**config.mk**
```make
export PLATFORM = sky130hd
export DESIGN_NAME = id_stage
export DESIGN_NICKNAME = d
export VERILOG_FILES = /design/src/rtl/id_stage.sv
export SDC_FILE = /design/constraint.sdc
export NUM_CORES = 2
export LEC_CHECK = 0
export CAP_MARGIN = 20
export CORE_MARGIN = 8
export CORE_UTILIZATION = 45
export CTS_CLUSTER_SIZE = 28
export DETAILED_ROUTE_END_ITERATION = 6
export PLACE_DENSITY = 0.69
export SYNTH_ARGS = -nofsm -noshare
export SYNTH_HDL_FRONTEND = slang
export SYNTH_SLANG_ARGS = --single-unit
```
**constraint.sdc**
```tcl
create_clock -name clk -period 5.5 [get_ports clk]
set_clock_uncertainty 0.2 [all_clocks]
set_input_delay 1.1 -clock clk [delete_from_list [all_inputs] [get_ports clk]]
set_output_delay 1.1 -clock clk [all_outputs]
set_load 0.1 [all_outputs]
```
**src/rtl/id_stage.sv**
```systemverilog
// MIPS instruction-decode stage: IF/ID register, 32x32 register file, control decode,
// hazard detection and beq/bne/j resolution. Optional macro RF_BYPASS_EN: write-before-read register file.
module id_stage (
  input  logic        clk,
  input  logic        reset,
  input  logic [31:0] Instruction_if,
  input  logic [31:0] PC_if,
  input  logic        RegWrite_wb,
  input  logic [4:0]  WriteReg_wb,
  input  logic [31:0] WriteData_wb,
  input  logic        MemRead_ex,
  input  logic        RegWrite_ex,
  input  logic [4:0]  WriteReg_ex,
  input  logic        MemRead_mem,
  input  logic [4:0]  WriteReg_mem,
  output logic        IFWrite,
  output logic        Branch,
  output logic        Jump,
  output logic [31:0] JumpAddr,
  output logic [31:0] PCplus4_id,
  output logic [31:0] Instruction_id,
  output logic [31:0] RsData_id,
  output logic [31:0] RtData_id,
  output logic [31:0] Imm_id,
  output logic [4:0]  Rs_id,
  output logic [4:0]  Rt_id,
  output logic [4:0]  Rd_id,
  output logic        RegWrite_id,
  output logic        MemRead_id,
  output logic        MemWrite_id,
  output logic        MemtoReg_id,
  output logic        ALUSrc_id,
  output logic        RegDst_id,
  output logic [1:0]  ALUOp_id
);
  localparam logic [5:0] OP_RTYPE = 6'h00;
  localparam logic [5:0] OP_J     = 6'h02;
  localparam logic [5:0] OP_BEQ   = 6'h04;
  localparam logic [5:0] OP_BNE   = 6'h05;
  localparam logic [5:0] OP_ADDI  = 6'h08;
  localparam logic [5:0] OP_LW    = 6'h23;
  localparam logic [5:0] OP_SW    = 6'h2b;

  logic [31:0] rf [32];
  logic [5:0]  opcode;
  logic        is_branch;
  logic        load_use;
  logic        br_hazard;
  logic        stall;
  logic        operands_equal;
  logic        taken;

  // IF/ID register: stall holds, redirect squashes the wrong-path instruction
  always_ff @(posedge clk) begin
    if (!reset) begin
      Instruction_id <= '0;
      PCplus4_id     <= '0;
    end else if (stall) begin
      Instruction_id <= Instruction_id;
      PCplus4_id     <= PCplus4_id;
    end else if (Branch || Jump) begin
      Instruction_id <= '0;
    end else begin
      Instruction_id <= Instruction_if;
      PCplus4_id     <= PC_if + 32'd4;
    end
  end

  always_ff @(posedge clk) begin
    if (!reset) begin
      for (int i = 0; i < 32; i++) rf[i] <= '0;
    end else if (RegWrite_wb && (WriteReg_wb != 5'd0)) begin
      rf[WriteReg_wb] <= WriteData_wb;
    end
  end

  assign opcode = Instruction_id[31:26];
  assign Rs_id  = Instruction_id[25:21];
  assign Rt_id  = Instruction_id[20:16];
  assign Rd_id  = Instruction_id[15:11];
  assign Imm_id = {{16{Instruction_id[15]}}, Instruction_id[15:0]};

`ifdef RF_BYPASS_EN
  assign RsData_id = (Rs_id == 5'd0) ? 32'd0 :
                     (RegWrite_wb && (WriteReg_wb == Rs_id)) ? WriteData_wb : rf[Rs_id];
  assign RtData_id = (Rt_id == 5'd0) ? 32'd0 :
                     (RegWrite_wb && (WriteReg_wb == Rt_id)) ? WriteData_wb : rf[Rt_id];
`else
  assign RsData_id = (Rs_id == 5'd0) ? 32'd0 : rf[Rs_id];
  assign RtData_id = (Rt_id == 5'd0) ? 32'd0 : rf[Rt_id];
`endif

  assign is_branch = (opcode == OP_BEQ) || (opcode == OP_BNE);
  assign load_use  = MemRead_ex && (WriteReg_ex != 5'd0) &&
                     ((WriteReg_ex == Rs_id) || (WriteReg_ex == Rt_id));
  // Branches compare in ID, so they must also wait for ALU results in EX and loads in MEM
  assign br_hazard = is_branch &&
                     ((RegWrite_ex && (WriteReg_ex != 5'd0) &&
                       ((WriteReg_ex == Rs_id) || (WriteReg_ex == Rt_id))) ||
                      (MemRead_mem && (WriteReg_mem != 5'd0) &&
                       ((WriteReg_mem == Rs_id) || (WriteReg_mem == Rt_id))));
  assign stall     = load_use || br_hazard;
  assign IFWrite   = !stall;

  assign operands_equal = (RsData_id == RtData_id);
  assign taken = ((opcode == OP_BEQ) && operands_equal) ||
                 ((opcode == OP_BNE) && !operands_equal);

  always_comb begin
    RegWrite_id = 1'b0;
    MemRead_id  = 1'b0;
    MemWrite_id = 1'b0;
    MemtoReg_id = 1'b0;
    ALUSrc_id   = 1'b0;
    RegDst_id   = 1'b0;
    ALUOp_id    = 2'b00;
    Branch      = 1'b0;
    Jump        = 1'b0;
    JumpAddr    = 32'd0;
    // The all-zero word is the pipeline nop/bubble, not an R-type write to $0
    if (!stall && (Instruction_id != 32'd0)) begin
      case (opcode)
        OP_RTYPE: begin
          RegDst_id   = 1'b1;
          RegWrite_id = 1'b1;
          ALUOp_id    = 2'b10;
        end
        OP_LW: begin
          ALUSrc_id   = 1'b1;
          MemRead_id  = 1'b1;
          MemtoReg_id = 1'b1;
          RegWrite_id = 1'b1;
        end
        OP_SW: begin
          ALUSrc_id   = 1'b1;
          MemWrite_id = 1'b1;
        end
        OP_ADDI: begin
          ALUSrc_id   = 1'b1;
          RegWrite_id = 1'b1;
        end
        OP_BEQ, OP_BNE: begin
          ALUOp_id = 2'b01;
          if (taken) begin
            Branch   = 1'b1;
            JumpAddr = PCplus4_id + {Imm_id[29:0], 2'b00};
          end
        end
        OP_J: begin
          Jump     = 1'b1;
          JumpAddr = {PCplus4_id[31:28], Instruction_id[25:0], 2'b00};
        end
        default: ;
      endcase
    end
  end
endmodule
```
# [Yosys cells after proc, flatten, opt, wreduce, memory -nomap -nowiden]
# Memory sizes are Yosys's and may differ from the RTL's. A register that Yosys moved wholly into a read port is not among the register bits.
# Cells that the tools add are included.
[word_totals] mem_bits_rw=1024 input_bits=117 memories=1 ff_bits=64 output_inout_bits=218 elab_cells=84
[classes] bitwise_logic=2 n_eq_ne=11 n_reduce_logical=32 muxes=34 n_addsub=2
[memory_table] memory="rf" depth=32 width=32 rd=2 rd_ports_with_merged_regs=2 wr=32 line="44" text="logic [31:0] rf [32];"
[ops] op="$mux W32" n=6
[ops] op="$pmux W32 S2" n=1
[ops] op="$add A32 B3 Y32 const B" n=1
[ops] op="$add A32 B32 Y32" n=1
[ops] op="$eq A32 B32 Y1" n=1
[ops] op="$reduce_bool A32 Y1" n=1
[ops] op="$reduce_or A32 Y1" n=1
[ops] op="$mux W5" n=5
[ops] op="$eq A5 B5 Y1" n=4
[ops] op="$mux W1" n=20
[ops] op="$reduce_bool A5 Y1" n=3
[ops] op="$eq A6 B3 Y1 const B" n=2
[ops] op="$eq A6 B6 Y1 const B" n=2
[ops] op="$logic_and A1 B1 Y1" n=11
[ops] op="$logic_not A5 Y1" n=2
[ops] op="$logic_or A1 B1 Y1" n=7
[ops] op="$eq A6 B2 Y1 const B" n=1
[ops] op="$eq A6 B4 Y1 const B" n=1
[ops] op="$logic_not A6 Y1" n=1
[ops] op="$reduce_or A3 Y1" n=2
[ops] op="$pmux W2 S2" n=1
[ops] op="$logic_not A1 Y1" n=2
[ops] op="$mux W2" n=1
[ops] op="$not A1 Y1" n=2
[ops] op="other kinds (2)" n=2

# [Logic depth before layout (Yosys ltp)]
[logic_depth] word_depth=13 depth_mapped=19 depth_no_buf=14

# [Least setup slack after synthesis]
# Ideal clock, no wire load.
[synth_timing] kind="flip-flop to output port" start="register Instruction_id[17]" end="output JumpAddr[31]" stages_incl_launch_ff=13 t_required_ps=4200 path_slack_ps=-5273 arrival_ps=9473 path_cell_list="dfxtp_1 -> or4_1 -> nor2_1 -> clkbuf_1 -> a2111oi_0 -> xnor2_1 -> nand4_1 -> nand4b_1 -> nor3_2 -> mux2i_1 -> buf_2 -> nand3b_1 -> o21ai_1"
[synth_between] elab_chain_cells=9
[synth_rtl] element="start: declaration" line="21" text="output logic [31:0] Instruction_id,"
[synth_rtl] element="start signal: assignment" line="59" text="Instruction_id <= Instruction_id;"
[synth_rtl] element="start signal: assignment" line="64" text="Instruction_id <= Instruction_if;"
[synth_rtl] element="$logic_not A5 Y1 *" line="90" text="assign RtData_id = (Rt_id == 5'd0) ? 32'd0 : rf[Rt_id];"
[synth_rtl] element="$mux W32 *" line="90"
[synth_rtl] element="via RtData_id[5]" line="23" text="output logic [31:0] RtData_id,"
[synth_rtl] element="$eq A32 B32 Y1 *" line="105" text="assign operands_equal = (RsData_id == RtData_id);"
[synth_rtl] element="$logic_not A1 Y1" line="107" text="((opcode == OP_BNE) && !operands_equal);"
[synth_rtl] element="$logic_and A1 B1 Y1" line="107"
[synth_rtl] element="$logic_or A1 B1 Y1 *" line="106" text="assign taken = ((opcode == OP_BEQ) && operands_equal) ||"
[synth_rtl] element="$mux W32 *" line="144" text="if (taken) begin"
[synth_rtl] element="$pmux W32 S2 *" line="122" text="case (opcode)"
[synth_rtl] element="$mux W32 *" line="121" text="if (!stall && (Instruction_id != 32'd0)) begin"
[synth_rtl] element="end: declaration" line="19" text="output logic [31:0] JumpAddr,"
# Mark *: on every way through the listed nets, which the timed path passes. The rest lies on a longest branch.

==> summary.md <==
| Metric | Value |
|---|---|
| Initial DRC Count | `just over 6000` |
| Final Cycle Share | `119.0%` |
| Failing checks | `negative setup slack` |
| Fin Hold WS | `293.1 ps` |
| Fmax | `roughly 150 MHz` |
| Vias in the first global route | `42430` |
| Core area | `0.1330 mm²` |
| Status | `finished, violations left` |
| Root buffer selected by CTS | `clkbuf_16` |
| Post-DP HPWL | `142.8 mm` |
| Placement Rows | `134` |
| Gate Count Post-Synth | `between 4000 and 5000` |
| Dominant cell type by area after synthesis | `edfxtp_1` |
| Top-area cell type share of the netlist area | `just over 50%` |
| Max clock buf depth | `3` |
| Final WS setup | `-1045 ps` |
| Slew @ Worst Pin | `1175 ps` |
| Skew-Pair Late Insertion Delay | `750 ps` |
| Hold Buf Count CTS | `0` |
| Crit path arrival time | `5240 ps` |
| Met1 Resource Use GR | `37.17%` |
| Layout cells sized above 1 | `31.57%` |
| Setup violators final | `33` |
| Initial antenna violation count | `23` |
| Post-synthesis cell type count | `approximately 80` |
| Fillers | `10400` |
| Routed vias/inst | `6.472` |
| Hold WC Path Type | `flip-flop to flip-flop` |
| Die span in y | `around 380 µm` |
| Grt peak-use layer | `met2` |
| IO Count | `~340` |
| GRT Overall Usage | `29.66%` |
| Register area share after synthesis | `53.67%` |
| First-pass GRT wire length | `312.5 mm` |
| Fraction of registers with async set/reset | `0%` |
| Area growth syn-to-layout | `23.99%` |
| Placer Congestion | `0.9338` |
| WS Path Type | `flip-flop to output port` |
| Worst EP required | `approximately 4200 ps` |
| GR Util met2 | `46.41%` |
| Largest net degree at the start of global routing | `38` |
| DRC Markers | `0` |
| Startpoint Class | `flip-flop` |
| RSZ-0062 raised after global routing | `true` |
| Seq cells post-synth | `between 1000 and 1500` |
| Critical Path End Type | `output port` |
| Pleak | `~26 nW` |
| Max Cap Violations | `0` |
| Cell area after synthesis | `0.06005 mm²` |
| Slew headroom | `~21%` |
| Final Max Tran Viols | `0` |
| Final hold viol count | `0` |
| Chip Width | `approximately 380 µm` |
| Port Buffers | `roughly 330` |
| Largest cells by area after synthesis | `edfxtp_1 (51%), mux4_2 (19%), and2_1 (10%)` |
| Layout Nets | `around 4800` |
| Pwr Density | `329.0 mW/mm²` |
| 1st-pass router iterations | `5` |
| Starting Density | `45.17%` |
| Number of synthesized flops with an enable pin | `1024` |
| Number of H-tree levels | `3` |
| CP max FO | `32` |
| Vias | `42320` |
| Total length of routed wires | `~220 mm` |
| Ys Warns | `0` |
| Avg Inst Size Synth | `14.50 µm²` |
| Num CTS Buffers | `115` |
| DR WL/cell | `34.08 µm` |
| Clock Sinks | `about 1100` |
| Antenna Nets Post-Route | `0` |
| Final core occ | `56.00%` |
| Clock transition at the registers of the reported paths | `70 ps` |
| CTS tree | `built` |
| Die area | `0.1454 mm²` |
| Max VDD drop | `between 0.3 and 0.4 mV` |
| Met3 Use GR | `just under 9%` |
| Final min period | `6545 ps` |
| Total gr overflow | `0` |
| Synth Flop Type | `edfxtp_1` |
## cells by family (layout without fill, tap and decap cells)
group                      Yosys count  after routing  share of synthesized area, %
buffers and inverters              504           1092                         4.321
and+or+nand+nor                   1346           1346                         13.32
DFF                               1098           1098                         53.67
other                                1             42                      0.006244
AOI/OAI and AO/OA                  441            441                         5.415
adders and majority gates           31             31                        0.6584
xor gates and xnor gates           102            102                         1.488
muxes                              619            619                         21.12
## per-layer routing
metal  wire, µm  share of wire (%)  vias up
met3      28190                 13      650
met2     102200                 46     3303
met4      14860                6.7        8
li1           -                  -    16930
met5         48              0.022        -
met1      77570                 35    21430
## power by group
| group | switching, mW | internal (mW) |
|---|---|---|
| clock network | 3.38 | 4.32 |
| logic | 4.22 | 2.66 |
| registers | 0.319 | 9.61 |
| total | 7.91 | 16.6 |
## through the flow
| stage | total power [mW] | cell area, µm² | setup TNS [ps] | worst slack, ps | instances |
|---|---|---|---|---|---|
| finish | 24.50 | 74460 | -32800 | -1045 | 6539 |
| global route | 25.04 | 74440 | -34540 | -1104 | 6533 |
| CTS | 24.39 | 73860 | -29390 | -927.4 | 6500 |
| detailed placement | 16.61 | 69280 | -21380 | -710.3 | 6248 |
| global placement | 16.56 | 69120 | -21030 | -706.2 | 6241 |
| floorplan | 13.97 | 60820 | -8638 | -361.5 | 4173 |
## worst paths after layout
| path | cells after the start | endpoint | start | slack [ps] |
|---|---|---|---|---|
| hold / removal | 2 | PCplus4_id[15] | PCplus4_id[15] | 290 |
| hold reg to reg | 2 | PCplus4_id[15] | PCplus4_id[15] | 290 |
| setup / recovery | 17 | JumpAddr[15] | flip-flop | -1040 |
| setup reg to reg | 17 | Instruction_id[6] | flip-flop | 360 |
## flip-flops by register name, summed over array words and instances (netlist names), named ones only
name / count
PCplus4_id: 32
rf: 1024
Instruction_id: 32
## final cells by class
class,count,area (µm²),area share (%)
flip-flops and latches,1098,32280,43.36
diodes,10,25.02,0.03361
inverters,50,188.9,0.2537
multi-input cells,2571,26690,35.84
repair buffers,831,9450,12.69
well taps,1768,2212,2.971
clock buffers,142,3000,4.030
clock inverters,69,609.3,0.8183
## layout by cell type, fill, tap and decap left out, drive strengths merged, types with 57 or more instances in the layout
cell           count
and2             997
nor2             110
nand2             65
edfxtp          1024
clkdlybuf4s50    222
o21ai             62
mux2i             91
a22o              58
clkinv            57
buf              597
o22ai             73
clkbuf           146
dfxtp             74
mux4             516
## cell usage after synthesis, drive strengths merged (6+ instances only)
cell type  instances
inv               48
o22ai             73
nand2             65
nor4              10
a211oi            29
buf              185
mux2i             91
clkbuf           269
a221o              6
o21a              16
xor2              47
nand3b             9
a22o              58
or3b               7
nor3              17
o31ai             27
o31a              16
o21ai             62
dfxtp             74
a21o              13
a221oi            29
nor2             110
mux2              12
o221ai            18
ha                30
a2111oi           17
xnor2             55
nor2b              9
a21oi             40
or3               13
a2111o            12
edfxtp          1024
and3              16
nand3             55
or4                8
mux4             516
and2             997
nand4             13
## critical path: stages (launching register included)
cell and delay, ps:
dfxtp_4 450, buf_4 230, or3_1 170, buf_12 260
o22ai_1 200, a211oi_1 340, buf_4 200, o31a_1 280
xnor2_1 190, nand4_1 270, nand4b_1 390, buf_4 230
nor3_4 240, mux2i_4 350, buf_12 190, buf_12 120
a22o_2 160, buf_12 170
## what timing repair did
| item | in CTS | in global routing |
|---|---|---|
| gates cloned | 12 | 2 |
| resized for setup | 74 | 34 |
| pin swaps | 8 | 5 |
| buffers inserted | 29 | 16 |
| setup endpoints to repair | 33 | 33 |
Power figures use the tool's default switching activity.
